==> config.mk <==
export PLATFORM = sky130hd
export DESIGN_NAME = cpu_run_ctrl
export DESIGN_NICKNAME = d
export VERILOG_FILES = /design/src/rtl/cpu_run_pkg.sv /design/src/rtl/run_cycle_counter.sv /design/src/rtl/cpu_run_ctrl.sv
export SDC_FILE = /design/constraint.sdc
export NUM_CORES = 1
export LEC_CHECK = 0
export BUFFER_PORTS_ARGS = -buffer_cell sky130_fd_sc_hd__buf_2
export CAP_MARGIN = 20
export CORE_ASPECT_RATIO = 0.8
export CORE_UTILIZATION = 30
export CTS_CLUSTER_DIAMETER = 40
export CTS_CLUSTER_SIZE = 12
export DETAILED_ROUTE_END_ITERATION = 10
export HOLD_SLACK_MARGIN = 0.06
export PLACE_DENSITY = 0.49
export SLEW_MARGIN = 20
export SYNTH_ARGS = -nofsm -noshare
export SYNTH_HDL_FRONTEND = slang
export SYNTH_SLANG_ARGS = --single-unit
==> constraint.sdc <==
create_clock -name clk -period 5.2 [get_ports clk]
set_input_delay 0.26 -clock clk [delete_from_list [all_inputs] [get_ports clk]]
set_output_delay 0.26 -clock clk [all_outputs]
set_load 0.02 [all_outputs]
==> src/rtl/cpu_run_pkg.sv <==
// cpu_run_pkg -- shared definitions for the CPU run controller.
//   run_state_e : 2-bit controller state encoding (IDLE=0, RST=1, RUN=2, DONE=3)
//   DEF_*       : default parameter values used by cpu_run_ctrl
package cpu_run_pkg;

  typedef enum logic [1:0] {
    ST_IDLE = 2'd0,
    ST_RST  = 2'd1,
    ST_RUN  = 2'd2,
    ST_DONE = 2'd3
  } run_state_e;

  localparam int          DEF_WIDTH        = 16;
  localparam int          DEF_CNT_W        = 32;
  localparam int          DEF_RESET_CYCLES = 2;
  localparam int unsigned DEF_TIMEOUT      = 65535;

endpackage

==> src/rtl/run_cycle_counter.sv <==
// run_cycle_counter -- saturating, clearable cycle counter.
// Ports:
//   clk      : clock, rising edge
//   reset    : synchronous active-high reset, clears the count
//   clr      : synchronous clear (takes precedence over en)
//   en       : count one cycle
//   count    : registered count value
//   at_limit : the value the next enabled cycle would produce equals LIMIT
module run_cycle_counter #(
  parameter int          CNT_W = 32,
  parameter int unsigned LIMIT = 65535
) (
  input  logic             clk,
  input  logic             reset,
  input  logic             clr,
  input  logic             en,
  output logic [CNT_W-1:0] count,
  output logic             at_limit
);

  logic [CNT_W-1:0] r_count;
  logic [CNT_W-1:0] w_inc;

  // Saturate at all-ones instead of wrapping.
  assign w_inc    = (&r_count) ? r_count : r_count + CNT_W'(1);
  assign at_limit = (w_inc == CNT_W'(LIMIT));
  assign count    = r_count;

  always_ff @(posedge clk) begin
    if (reset || clr) begin
      r_count <= '0;
    end else if (en) begin
      r_count <= w_inc;
    end
  end

endmodule

==> src/rtl/cpu_run_ctrl.sv <==
// cpu_run_ctrl -- runs a CPU once per start request: holds the CPU in reset
// for RESET_CYCLES, releases it, and watches cpu_out until it equals the
// latched expect_val or TIMEOUT run cycles elapse.
// Optional feature macro: CPU_RUN_CTRL_ABORT_EN adds an abort input.
// Ports:
//   clk, reset        : clock and synchronous active-high reset
//   start             : run request, sampled only in IDLE
//   arg, expect_val   : latched on an accepted start
//   cpu_in, cpu_reset : drive the CPU
//   cpu_out           : registered CPU output
//   busy, done, pass  : status (busy in RST/RUN, done one-cycle pulse)
//   result, cycles    : cpu_out at finish and RUN-cycle count of last run
//   abort             : (macro only) end the run without a pass
//   dbg_state         : current controller state
// Handshake: start is a level request; it is accepted on any clock edge where
// the controller is IDLE, and each accepted start yields exactly one done
// pulse. Starts seen while busy or in DONE are dropped, not queued.
module cpu_run_ctrl
  import cpu_run_pkg::*;
#(
  parameter int          WIDTH        = DEF_WIDTH,
  parameter int          CNT_W        = DEF_CNT_W,
  parameter int          RESET_CYCLES = DEF_RESET_CYCLES,
  parameter int unsigned TIMEOUT      = DEF_TIMEOUT
) (
  input  logic             clk,
  input  logic             reset,
  input  logic             start,
  input  logic [WIDTH-1:0] arg,
  input  logic [WIDTH-1:0] expect_val,
  output logic [WIDTH-1:0] cpu_in,
  output logic             cpu_reset,
  input  logic [WIDTH-1:0] cpu_out,
  output logic             busy,
  output logic             done,
  output logic             pass,
  output logic [WIDTH-1:0] result,
  output logic [CNT_W-1:0] cycles,
`ifdef CPU_RUN_CTRL_ABORT_EN
  input  logic             abort,
`endif
  output run_state_e       dbg_state
);

  localparam logic [7:0] RST_LAST = 8'(RESET_CYCLES - 1);

  run_state_e       r_state;
  run_state_e       w_state_next;
  logic             w_accept;
  logic             w_finish;
  logic             w_pass_next;
  logic [7:0]       r_rst_cnt;
  logic [WIDTH-1:0] r_expect;
  logic [WIDTH-1:0] r_cpu_in;
  logic [WIDTH-1:0] r_result;
  logic             r_cpu_reset;
  logic             r_busy;
  logic             r_done;
  logic             r_pass;
  logic [CNT_W-1:0] w_count;
  logic             w_at_limit;

  run_cycle_counter #(
    .CNT_W (CNT_W),
    .LIMIT (TIMEOUT)
  ) u_cycle_counter (
    .clk      (clk),
    .reset    (reset),
    .clr      (w_accept),
    .en       (r_state == ST_RUN),
    .count    (w_count),
    .at_limit (w_at_limit)
  );

  always_comb begin
    w_state_next = r_state;
    w_accept     = 1'b0;
    w_finish     = 1'b0;
    w_pass_next  = 1'b0;
    case (r_state)
      ST_IDLE: begin
        if (start) begin
          w_accept     = 1'b1;
          w_state_next = ST_RST;
        end
      end
      ST_RST: begin
`ifdef CPU_RUN_CTRL_ABORT_EN
        if (abort) begin
          w_finish     = 1'b1;
          w_state_next = ST_DONE;
        end else
`endif
        if (r_rst_cnt == RST_LAST) begin
          w_state_next = ST_RUN;
        end
      end
      ST_RUN: begin
        // Priority: abort, then match, then timeout.
`ifdef CPU_RUN_CTRL_ABORT_EN
        if (abort) begin
          w_finish     = 1'b1;
          w_state_next = ST_DONE;
        end else
`endif
        if (cpu_out == r_expect) begin
          w_finish     = 1'b1;
          w_pass_next  = 1'b1;
          w_state_next = ST_DONE;
        end else if (w_at_limit) begin
          w_finish     = 1'b1;
          w_state_next = ST_DONE;
        end
      end
      ST_DONE: w_state_next = ST_IDLE;
      default: w_state_next = ST_IDLE;
    endcase
  end

  always_ff @(posedge clk) begin
    if (reset) begin
      r_state     <= ST_IDLE;
      r_cpu_reset <= 1'b1;
      r_cpu_in    <= '0;
      r_busy      <= 1'b0;
      r_done      <= 1'b0;
      r_pass      <= 1'b0;
      r_result    <= '0;
      r_expect    <= '0;
      r_rst_cnt   <= '0;
    end else begin
      r_state     <= w_state_next;
      // Status flags are decoded from the next state so they are registered
      // and line up with the state they describe.
      r_cpu_reset <= (w_state_next == ST_IDLE) || (w_state_next == ST_RST);
      r_busy      <= (w_state_next == ST_RST) || (w_state_next == ST_RUN);
      r_done      <= (w_state_next == ST_DONE);
      if (r_state == ST_RST) begin
        r_rst_cnt <= r_rst_cnt + 8'd1;
      end
      if (w_accept) begin
        r_cpu_in  <= arg;
        r_expect  <= expect_val;
        r_pass    <= 1'b0;
        r_rst_cnt <= '0;
      end
      if (w_finish) begin
        r_result <= cpu_out;
        r_pass   <= w_pass_next;
      end
    end
  end

  assign cpu_in    = r_cpu_in;
  assign cpu_reset = r_cpu_reset;
  assign busy      = r_busy;
  assign done      = r_done;
  assign pass      = r_pass;
  assign result    = r_result;
  assign cycles    = w_count;
  assign dbg_state = r_state;

endmodule

After elaboration in Yosys (flattened, before gate mapping)
Cells that the tools add are included.

Add/sub/neg operators: 2. Equal/unequal tests: 9. Multiplexer cells: 15. Reductions and logical operators: 8.

Operators by type and width (number): 32-bit by 1-bit adder with 32-bit output, second input constant (1); 32-bit by 16-bit == test with 1-bit output, second input constant (1); 32-bit two-way mux (1); 32-bit AND reduction (1); 16-bit == test (1); 1-bit two-way mux (9); 8-bit by 1-bit adder with 8-bit output, second input constant (1); 2-bit == test, second input constant (4); 8-bit by 1-bit == test with 1-bit output, second input constant (1); 2-bit two-way mux (4); 2-bit case mux with 4 select lines (1); 2-bit by 1-bit == test with 1-bit output, second input constant (2); 2-bit logical NOT (2); 1-bit logical OR (3); 2-bit nonzero test (1); 2-bit OR reduction (1).

Flip-flop bits (word level): 94. Bits of input ports: 51. Logic and storage cells: 44.

Longest topological paths before layout
Gate-level depths: netlist of the first run.

Word-level depth: 8. Mapped depth: 12. Gate-level depth less buffers: 10.

By module
A second synthesis of the first run with hierarchy kept.

Cell total of the unflattened synthesis: 612. Area, all modules: 5033.6 um^2.

Modules (own cells, without submodules): cpu_run_ctrl (instances 1, cells an instance 346, area an instance 2942.8 um^2, sequential area each 1241.2 um^2); run_cycle_counter (instances 1, cells an instance 266, area an instance 2090.8 um^2, sequential area each 640.6 um^2).

Worst setup path before layout of the first run
No wires, ideal clock.

Kind: register to register. Start: reg u_cycle_counter.r_count[0] (netlist: u_cycle_counter.count[0]). End: reg r_busy (netlist: busy). Setup time: 0.125 ns. Arrival time: 2.775 ns. Required time: 5.075 ns. Setup slack: 2.300 ns. Cell stages (with the launch flop): 11. Path buffers: 1. Period minus slack after synthesis: 2.900 ns. Path through: dfxtp_1 > ha_1 > clkbuf_1 > nand4_1 > or3b_2 > o211ai_1 > o211ai_1 > nor4_4 > or4_1 > ha_1 > nor2b_1.

Word-level cells in the longest chain between the ends: 8.

Ends and longest elaborated chain: from (decl) (line run_cycle_counter.sv:21) `logic [CNT_W-1:0] r_count;`; from (signal assigned) (line run_cycle_counter.sv:33) `r_count <= w_inc;`; 32-bit by 1-bit adder with 32-bit output or 32-bit AND reduction (tied branches) (line run_cycle_counter.sv:25) `assign w_inc = (&r_count) ? r_count : r_count + CNT_W'(1);`; 32-bit two-way mux (*) (line run_cycle_counter.sv:25); 32-bit by 16-bit == test with 1-bit output (*) (line run_cycle_counter.sv:26) `assign at_limit = (w_inc == CNT_W'(LIMIT));`; 2-bit two-way mux (*) (line cpu_run_ctrl.sv:110) `end else if (w_at_limit) begin`; 2-bit two-way mux (*) (line cpu_run_ctrl.sv:106) `if (cpu_out == r_expect) begin`; 2-bit case mux with 4 select lines (*) (line cpu_run_ctrl.sv:80) `case (r_state)`; 2-bit by 1-bit == test with 1-bit output or 2-bit == test (tied branches) (line cpu_run_ctrl.sv:136) `r_busy <= (w_state_next == ST_RST) || (w_state_next == ST_RUN);`; 1-bit logical OR (*) (line cpu_run_ctrl.sv:136); to (signal assigned) (line cpu_run_ctrl.sv:136); to (decl) (line cpu_run_ctrl.sv:57) `logic r_busy;`.

Mark *: on every way between the ends. The rest lies on a longest branch, timed or not. A chain may end at the register's enable or synchronous reset.

Worst setup path in the final report of the first run
Start: reg u_cycle_counter.r_count[11] (netlist: u_cycle_counter.count[11]). End: reg r_busy (netlist: busy).

Same word-level chain as after synthesis.

==> reports/summary.log, run 1 <==
[status] status complete, no violations
[clock_tree] CTS tree yes
[sta] Hold WS 0.1390 ns
[sta] final slew viol count 0
[clock_tree] clock slew at the register clock pins of the worst setup and hold paths 0.07 ns
[routing] Remaining DRCs 0
[floorplan] core area 0.01526 sq mm
[yosys] count of state elements after synthesis 94
[yosys] Synthesized Nets 647
[routing] total vias in the final route 4409
[routing] Detailed Routing Iterations Pass 1 7
[power_and_ir_drop] Max IR drop VDD 0.1774 mV
[routing] vias per cell 4.888
[sta] Max Clock Freq 304.4 MHz
[floorplan] area of the die 0.01638 sq mm
[sta] setup repair after global routing missed its margin false
[yosys] most frequent cell after synthesis sky130_fd_sc_hd__nand2_1
[power_and_ir_drop] cell area power density 272.3 mW/mm^2
[flow_run] number of max-capacitance violations reported 0
[clock_tree] post-CTS setup buffer count 0
[critical_path] worst endpoint required time 5.42 ns
[clock_tree] H-Tree Level Count 3
[place] final weighted congestion in routability-driven placement 0.9154
[critical_path] startpoint kind of the worst setup timing path flop
[clock_tree] post-CTS sizing 0
[yosys] leading area contributor after synthesis sky130_fd_sc_hd__dfxtp_1
[sta] Relative slew margins 43.97%
[yosys] area of the mapped netlist 0.004760 sq mm
[critical_path] R2R Path Start u_cycle_counter.count[11]
[yosys] top post-synthesis cells by area sky130_fd_sc_hd__dfxtp_1 (40%), sky130_fd_sc_hd__nand2_1 (11%), sky130_fd_sc_hd__xor2_1 (5.3%)
[critical_path] kind of critical path flop to flop
[sta] slack of the critical path 1.915 ns
[critical_path] reg-to-reg endpoint busy
[yosys] sequential share of the synthesized area 39.54%
[floorplan] die extent in y 114.7 microns
[power_and_ir_drop] total power 1.572 mW
[layout] Antenna diodes 0
[worst_hold_path] startpoint of the worst hold path expect_val[8]
[yosys] most frequent cells after synthesis sky130_fd_sc_hd__nand2_1 (134), sky130_fd_sc_hd__dfxtp_1 (94), sky130_fd_sc_hd__nor2_1 (47)
[sta] # setup viols final 0
[place] number of input and output port buffers inserted 120
[layout] final net count 742
[routing] Avg WL per Cell 14.84 microns
[yosys] Post-Syn Instances 592
[clock_tree] clock root cell sky130_fd_sc_hd__clkbuf_16
[clock_tree] Num Clock Sinks 94
[global_route] gr usage total 17.02%
[critical_path] endpoint arrival time on the critical path 3.50 ns
[global_route] antenna violations before repair 2
[place] HPWL after DPL 9772 microns
[critical_path] Worst Reg-to-Reg Cells 9
[routing] number of DRC violations after detailed-routing iteration 0 325
[clock_tree] deepest clock path buffer count 2
[critical_path] capturing element type of the critical path flop
[place] number of instances in the placed design 886
[worst_hold_path] cell depth of the worst hold path 3
[yosys] average instance area after synthesis 8.040 sq um
[yosys] distinct cell type count after synthesis 59
[clock_tree] number of buffers added by the clock tree synthesis step 9
[yosys] share of flip-flops with an asynchronous set or reset after synthesis 0%
[yosys] most common flop cell mapped by yosys sky130_fd_sc_hd__dfxtp_1
[sta] final hold violation count 0
[layout] proportion of layout cells with a drive suffix above 1 22.54%
[yosys] share of the synthesized area in the top cell type 39.54%
[clock_tree] CTS Hold Bufs 0
[yosys] warnings from Yosys 0
[power_and_ir_drop] static leakage 2.448 nW
[sta] aggregate negative setup slack 0 ns
[sta] crit share post-route 63.18%
[layout] final core utilization 37.84%
[sta] minimum period implied by the final worst setup slack 3.285 ns
[layout] count of fill cells added during filler insertion 1582
[critical_path] reg-to-reg slack, setup 1.91 ns
[global_route] wire length of the first global-routing pass 21520 microns
[worst_hold_path] Endpoint, Worst Hold r_expect[8]
[sta] transition at the pin with the smallest max-transition slack 0.8374 ns
[floorplan] width of the die 142.8 microns
[global_route] number of global-route vias before repair 4059
[layout] Final Cell Area 0.005776 sq mm
[layout] FF/Latch Area 0.001882 sq mm
[floorplan] total number of placement rows 40
[place] post-placement setup slack 1.967 ns
[routing] number of antenna-violating nets in the routed design 0
[floorplan] effective utilization at floorplan 31.18%
[routing] wire length after detailed routing 13390 microns
[layout] layout-stage area growth over the synthesis result 21.35%
[place] Placed Instance Area 0.005474 sq mm
[worst_hold_path] path class of the lowest-slack min-delay path primary input to flop
[floorplan] io pins 121
[layout] area of the multi-input gates 0.002676 sq mm
[global_route] maximum number of pins on one net before global-route repair 41
[critical_path] Max Fanout on Critical Path 8
[global_route] global route total overflow 0
[layout] count of placed standard cells in the final layout, fillers left out 902
[clock_tree] clock insertion delay at the later pin of the skew report 0.35 ns
[yosys] number of enable flip-flop cells after synthesis 0
[sta] clock skew after layout 0.01151 ns
## worst max-delay path, stage by stage, from the launching register on
cell	delay, ns
sky130_fd_sc_hd__dfxtp_1	0.54
sky130_fd_sc_hd__nand4_2	0.25
sky130_fd_sc_hd__nor4_2	0.61
sky130_fd_sc_hd__nand2_1	0.25
sky130_fd_sc_hd__nor4_1	0.34
sky130_fd_sc_hd__o211ai_1	0.19
sky130_fd_sc_hd__nor4_4	0.45
sky130_fd_sc_hd__or4_1	0.19
sky130_fd_sc_hd__ha_1	0.22
sky130_fd_sc_hd__nor2b_1	0.12
## cell type report
type	instances	area share (%)
inverters	6	0.3899
well taps	210	4.549
clock inverters	4	0.9532
repair buffers	124	10.92
multi-input cells	452	46.34
flip-flops and latches	94	32.58
clock buffers	12	4.268
## power breakdown
| group | total (mW) | switching [mW] | leakage [nW] | internal (mW) |
|---|---|---|---|---|
| Sequential | 0.753 | 0.0125 | 0.763 | 0.740 |
| Combinational | 0.142 | 0.0902 | 1.54 | 0.0514 |
| Clock | 0.678 | 0.289 | 0.143 | 0.389 |
## kinds of logic after synthesis
family                     after synthesis  synth area share [%]
muxes                                   17                 3.575
buffers and inverters                   46                 4.232
xor gates and xnor gates                46                 8.465
DFF                                     94                 39.54
and+or+nand+nor                        296                 30.97
AOI/OAI and AO/OA                       89                 12.17
adders and majority gates                4                 1.052
## cell usage in the layout, fill, tap and decap left out, types with 6 or more instances in the layout
cell type	n
sky130_fd_sc_hd__a21oi_1	45
sky130_fd_sc_hd__xnor2_1	17
sky130_fd_sc_hd__nor2_1	47
sky130_fd_sc_hd__nand3_1	17
sky130_fd_sc_hd__or3_1	9
sky130_fd_sc_hd__nor2b_1	6
sky130_fd_sc_hd__clkbuf_16	9
sky130_fd_sc_hd__xor2_1	29
sky130_fd_sc_hd__and3_1	10
sky130_fd_sc_hd__mux2i_1	17
sky130_fd_sc_hd__nor4_1	7
sky130_fd_sc_hd__nand2_1	134
sky130_fd_sc_hd__dfxtp_1	94
sky130_fd_sc_hd__nand4_1	16
sky130_fd_sc_hd__nor3_1	14
sky130_fd_sc_hd__o21ai_0	10
sky130_fd_sc_hd__buf_2	120
## worst max path at each step
stage                      end                       from  cells past startpoint  slack, ns
floorplan                 busy   u_cycle_counter.count[0]                     10       2.30
global placement     result[8]  u_cycle_counter.count[11]                      8       2.05
detailed placement  result[12]   u_cycle_counter.count[2]                      8       1.97
CTS                 result[12]   u_cycle_counter.count[2]                      8       1.95
global route              busy   u_cycle_counter.count[2]                      9       1.66
finish                    busy  u_cycle_counter.count[11]                      9       1.91
## flip-flops by register name, summed over array words and instances, names as in the netlist
register	count
busy	1
cpu_reset	1
u_cycle_counter.count	32
dbg_state	2
cpu_in	16
r_expect	16
pass	1
result	16
r_rst_cnt	8
done	1
## layer usage
layer	wire length, microns	global-route usage, %
met5	22	0
met4	87	4.229
met3	1057	7.152
met2	5830	25.82
met1	6388	22.15
Power figures use the tool's default switching activity.
==> run 2, diff against run 1 <==
- clock period: 5.2 -> 3.3 ns (I/O delays scaled with it)
==> run 2 against run 1 <==
  * Via count is 5.3% higher
  * Global-route usage grew 0.92 points
  * Fmax rose by 7.7%
  * Hold slack got worse by 0.077 ns
  * Highest routed layer is now met4
==> reports/summary.log, run 2 (synthesized netlist as in run 1, its figures left out) <==
[sta] clock skew after layout 0.01053 ns [-0.0009757 ns]
[critical_path] worst endpoint required time 3.53 ns [-1.89 ns]
[critical_path] cells traversed along the worst timing path nand3_1, a2111oi_1, o22ai_1, a2111oi_2, o2111ai_1, nor4_4, or4_1, ha_1, nor2b_1
[worst_hold_path] cell depth of the worst hold path 3 [unchanged]
[critical_path] reg-to-reg endpoint busy
[sta] transition at the pin with the smallest max-transition slack 0.7894 ns [-0.04795 ns]
[global_route] maximum number of pins on one net before global-route repair 37 [-9.8%]
[clock_tree] number of buffers added by the clock tree synthesis step 9 [unchanged]
[layout] FF/Latch Area 0.001882 sq mm [unchanged]
[critical_path] endpoint arrival time on the critical path 3.28 ns [-0.22 ns]
[clock_tree] deepest clock path buffer count 2 [unchanged]
[critical_path] cell type group with the largest total delay on the critical path compound AO/OA/AOI/OAI gates
[clock_tree] clock root cell sky130_fd_sc_hd__clkbuf_16
[critical_path] Max Fanout on Critical Path 9 [+1]
[power_and_ir_drop] Max IR drop VDD 0.2224 mV [+25%]
[critical_path] capturing element type of the critical path flop
[floorplan] core area 0.01526 sq mm [unchanged]
[routing] Detailed Routing Iterations Pass 1 5 [-2]
[sta] minimum period implied by the final worst setup slack 3.051 ns [-0.2347 ns]
[sta] aggregate negative setup slack 0 ns [unchanged]
[global_route] number of global-route vias before repair 4326 [+6.6%]
[floorplan] width of the die 142.8 microns [unchanged]
[place] number of input and output port buffers inserted 120 [unchanged]
[floorplan] die extent in y 114.7 microns [unchanged]
[layout] layout-stage area growth over the synthesis result 29.63%
[critical_path] R2R Path Start u_cycle_counter.count[0]
[clock_tree] H-Tree Level Count 3 [unchanged]
[layout] commonest non-fill, non-tap cell in the layout sky130_fd_sc_hd__nand2_1
[critical_path] reg-to-reg slack, setup 0.25 ns [-1.67 ns]
[layout] proportion of layout cells with a drive suffix above 1 24.53% [+2.0 points]
[worst_hold_path] path class of the lowest-slack min-delay path primary input to flop
[critical_path] kind of critical path flop to flop
[global_route] wire length of the first global-routing pass 22850 microns [+6.2%]
[flow_run] number of max-capacitance violations reported 0 [unchanged]
[routing] number of antenna-violating nets in the routed design 0 [unchanged]
[status] status complete, no violations
[floorplan] total number of placement rows 40 [unchanged]
[layout] area of the multi-input gates 0.002680 sq mm [+0.14%]
[worst_hold_path] startpoint of the worst hold path arg[11]
[layout] count of fill cells added during filler insertion 1571 [-0.70%]
[critical_path] CP Buf/Inv Count 0 [unchanged]
[sta] crit share post-route 92.44% [+29 points]
[routing] Remaining DRCs 0 [unchanged]
[clock_tree] clock insertion delay at the later pin of the skew report 0.35 ns [about the same]
[power_and_ir_drop] cell area power density 389.0 mW/mm^2 [+43%]
[power_and_ir_drop] total power 2.400 mW [+53%]
[layout] final net count 789 [+6.3%]
[sta] Max Clock Freq 327.8 MHz [+7.7%]
[critical_path] startpoint kind of the worst setup timing path flop
[sta] # setup viols final 0 [unchanged]
[global_route] gr usage total 17.94% [+0.92 points]
[routing] total vias in the final route 4643 [+5.3%]
[floorplan] io pins 121 [unchanged]
[sta] final hold violation count 0 [unchanged]
[floorplan] area of the die 0.01638 sq mm [unchanged]
[routing] Avg WL per Cell 15.09 microns [+1.7%]
[sta] Relative slew margins 47.24% [+3.3 points]
[layout] number of flip-flops in the largest register 32 [unchanged]
[clock_tree] Num Clock Sinks 94 [unchanged]
[sta] setup repair after global routing missed its margin false
[global_route] antenna violations before repair 1 [-1]
[critical_path] critical path's slowest cell sky130_fd_sc_hd__dfxtp_1
[routing] number of DRC violations after detailed-routing iteration 0 337 [+3.7%]
[global_route] global route total overflow 0 [unchanged]
[place] final weighted congestion in routability-driven placement 0.9372 [+2.4%]
[power_and_ir_drop] static leakage 2.656 nW [+8.5%]
[layout] most used cells in the layout excluding fill and tap cells sky130_fd_sc_hd__nand2_1 (134), sky130_fd_sc_hd__buf_2 (120), sky130_fd_sc_hd__dfxtp_1 (94)
[worst_hold_path] Endpoint, Worst Hold cpu_in[11]
[routing] vias per cell 4.893 [about the same]
[clock_tree] CTS tree yes
[floorplan] effective utilization at floorplan 31.18% [unchanged]
[routing] wire length after detailed routing 14320 microns [+7.0%]
[critical_path] Worst Reg-to-Reg Cells 9 [unchanged]
[place] HPWL after DPL 10390 microns [+6.3%]
[clock_tree] clock slew at the register clock pins of the worst setup and hold paths 0.07 ns [about the same]
[sta] final slew viol count 0 [unchanged]
[critical_path] largest stage delay on the critical path 0.49 ns [-0.12 ns]
==> run 2: worst max path at each step <==
stage / start / to / slack, ns / cells past startpoint
after CTS: u_cycle_counter.count[0] / busy / 0.17 / 9
after global placement: u_cycle_counter.count[0] / busy / 0.23 / 9
final: u_cycle_counter.count[0] / busy / 0.25 / 9
after global routing: u_cycle_counter.count[13] / busy / 0.02 / 9
after floorplan: u_cycle_counter.count[0] / busy / 0.40 / 10
after detailed placement: u_cycle_counter.count[0] / result[12] / 0.19 / 8
==> run 2: report_power, final <==
group          internal (mW)  switching (mW)
clock network          0.508           0.456
logic                  0.100           0.149
registers               1.17          0.0203
==> run 2: what timing repair did <==
action / 4_1_cts / 5_1_grt
setup buffers: 0 / 2
endpoints found under the setup margin: 0 / 17
endpoints found under the hold margin: 23 / 0
gates resized for setup: 0 / 2
hold buffers: 23 / 0
==> run 2: final cells by class <==
cell class | count | share of cell area, %
clock buffer | 10 | 3.711
antenna | 1 | 0.04056
multi-input combinational | 452 | 43.44
timing repair buffer | 171 | 17.08
clock inverter | 5 | 0.6084
sequential | 94 | 30.50
tap | 210 | 4.259
inverter | 6 | 0.3650
==> run 2: worst min-delay path, stage by stage <==
cell and delay (ns):
sky130_fd_sc_hd__buf_2 0.10, sky130_fd_sc_hd__nand2_1 0.05, sky130_fd_sc_hd__a21oi_1 0.05
==> run 2: layer usage <==
layer  global-route usage, %  vias up  wire [microns]
met5                       0        -               0
met4                   4.516        0             189
met3                   5.855       16            1129
met2                   27.42      166            6217
met1                   24.18     2127            6781
li1                        -     2334               -
==> run 2: metrics by stage <==
stage                     hold slack (ns)  cell area (sq um)  setup slack [ns]  utilization [%]  cells
final                             0.06189               6170            0.2495            40.42    949
after global routing              0.06296               6167           0.01710            40.40    948
after CTS                         0.06033               6136            0.1734            40.20    946
after detailed placement           0.4126               5639            0.1941            36.94    908
after global placement             0.4066               5639            0.2337            36.94    908
after floorplan                    0.3010               4760            0.4004                -    592
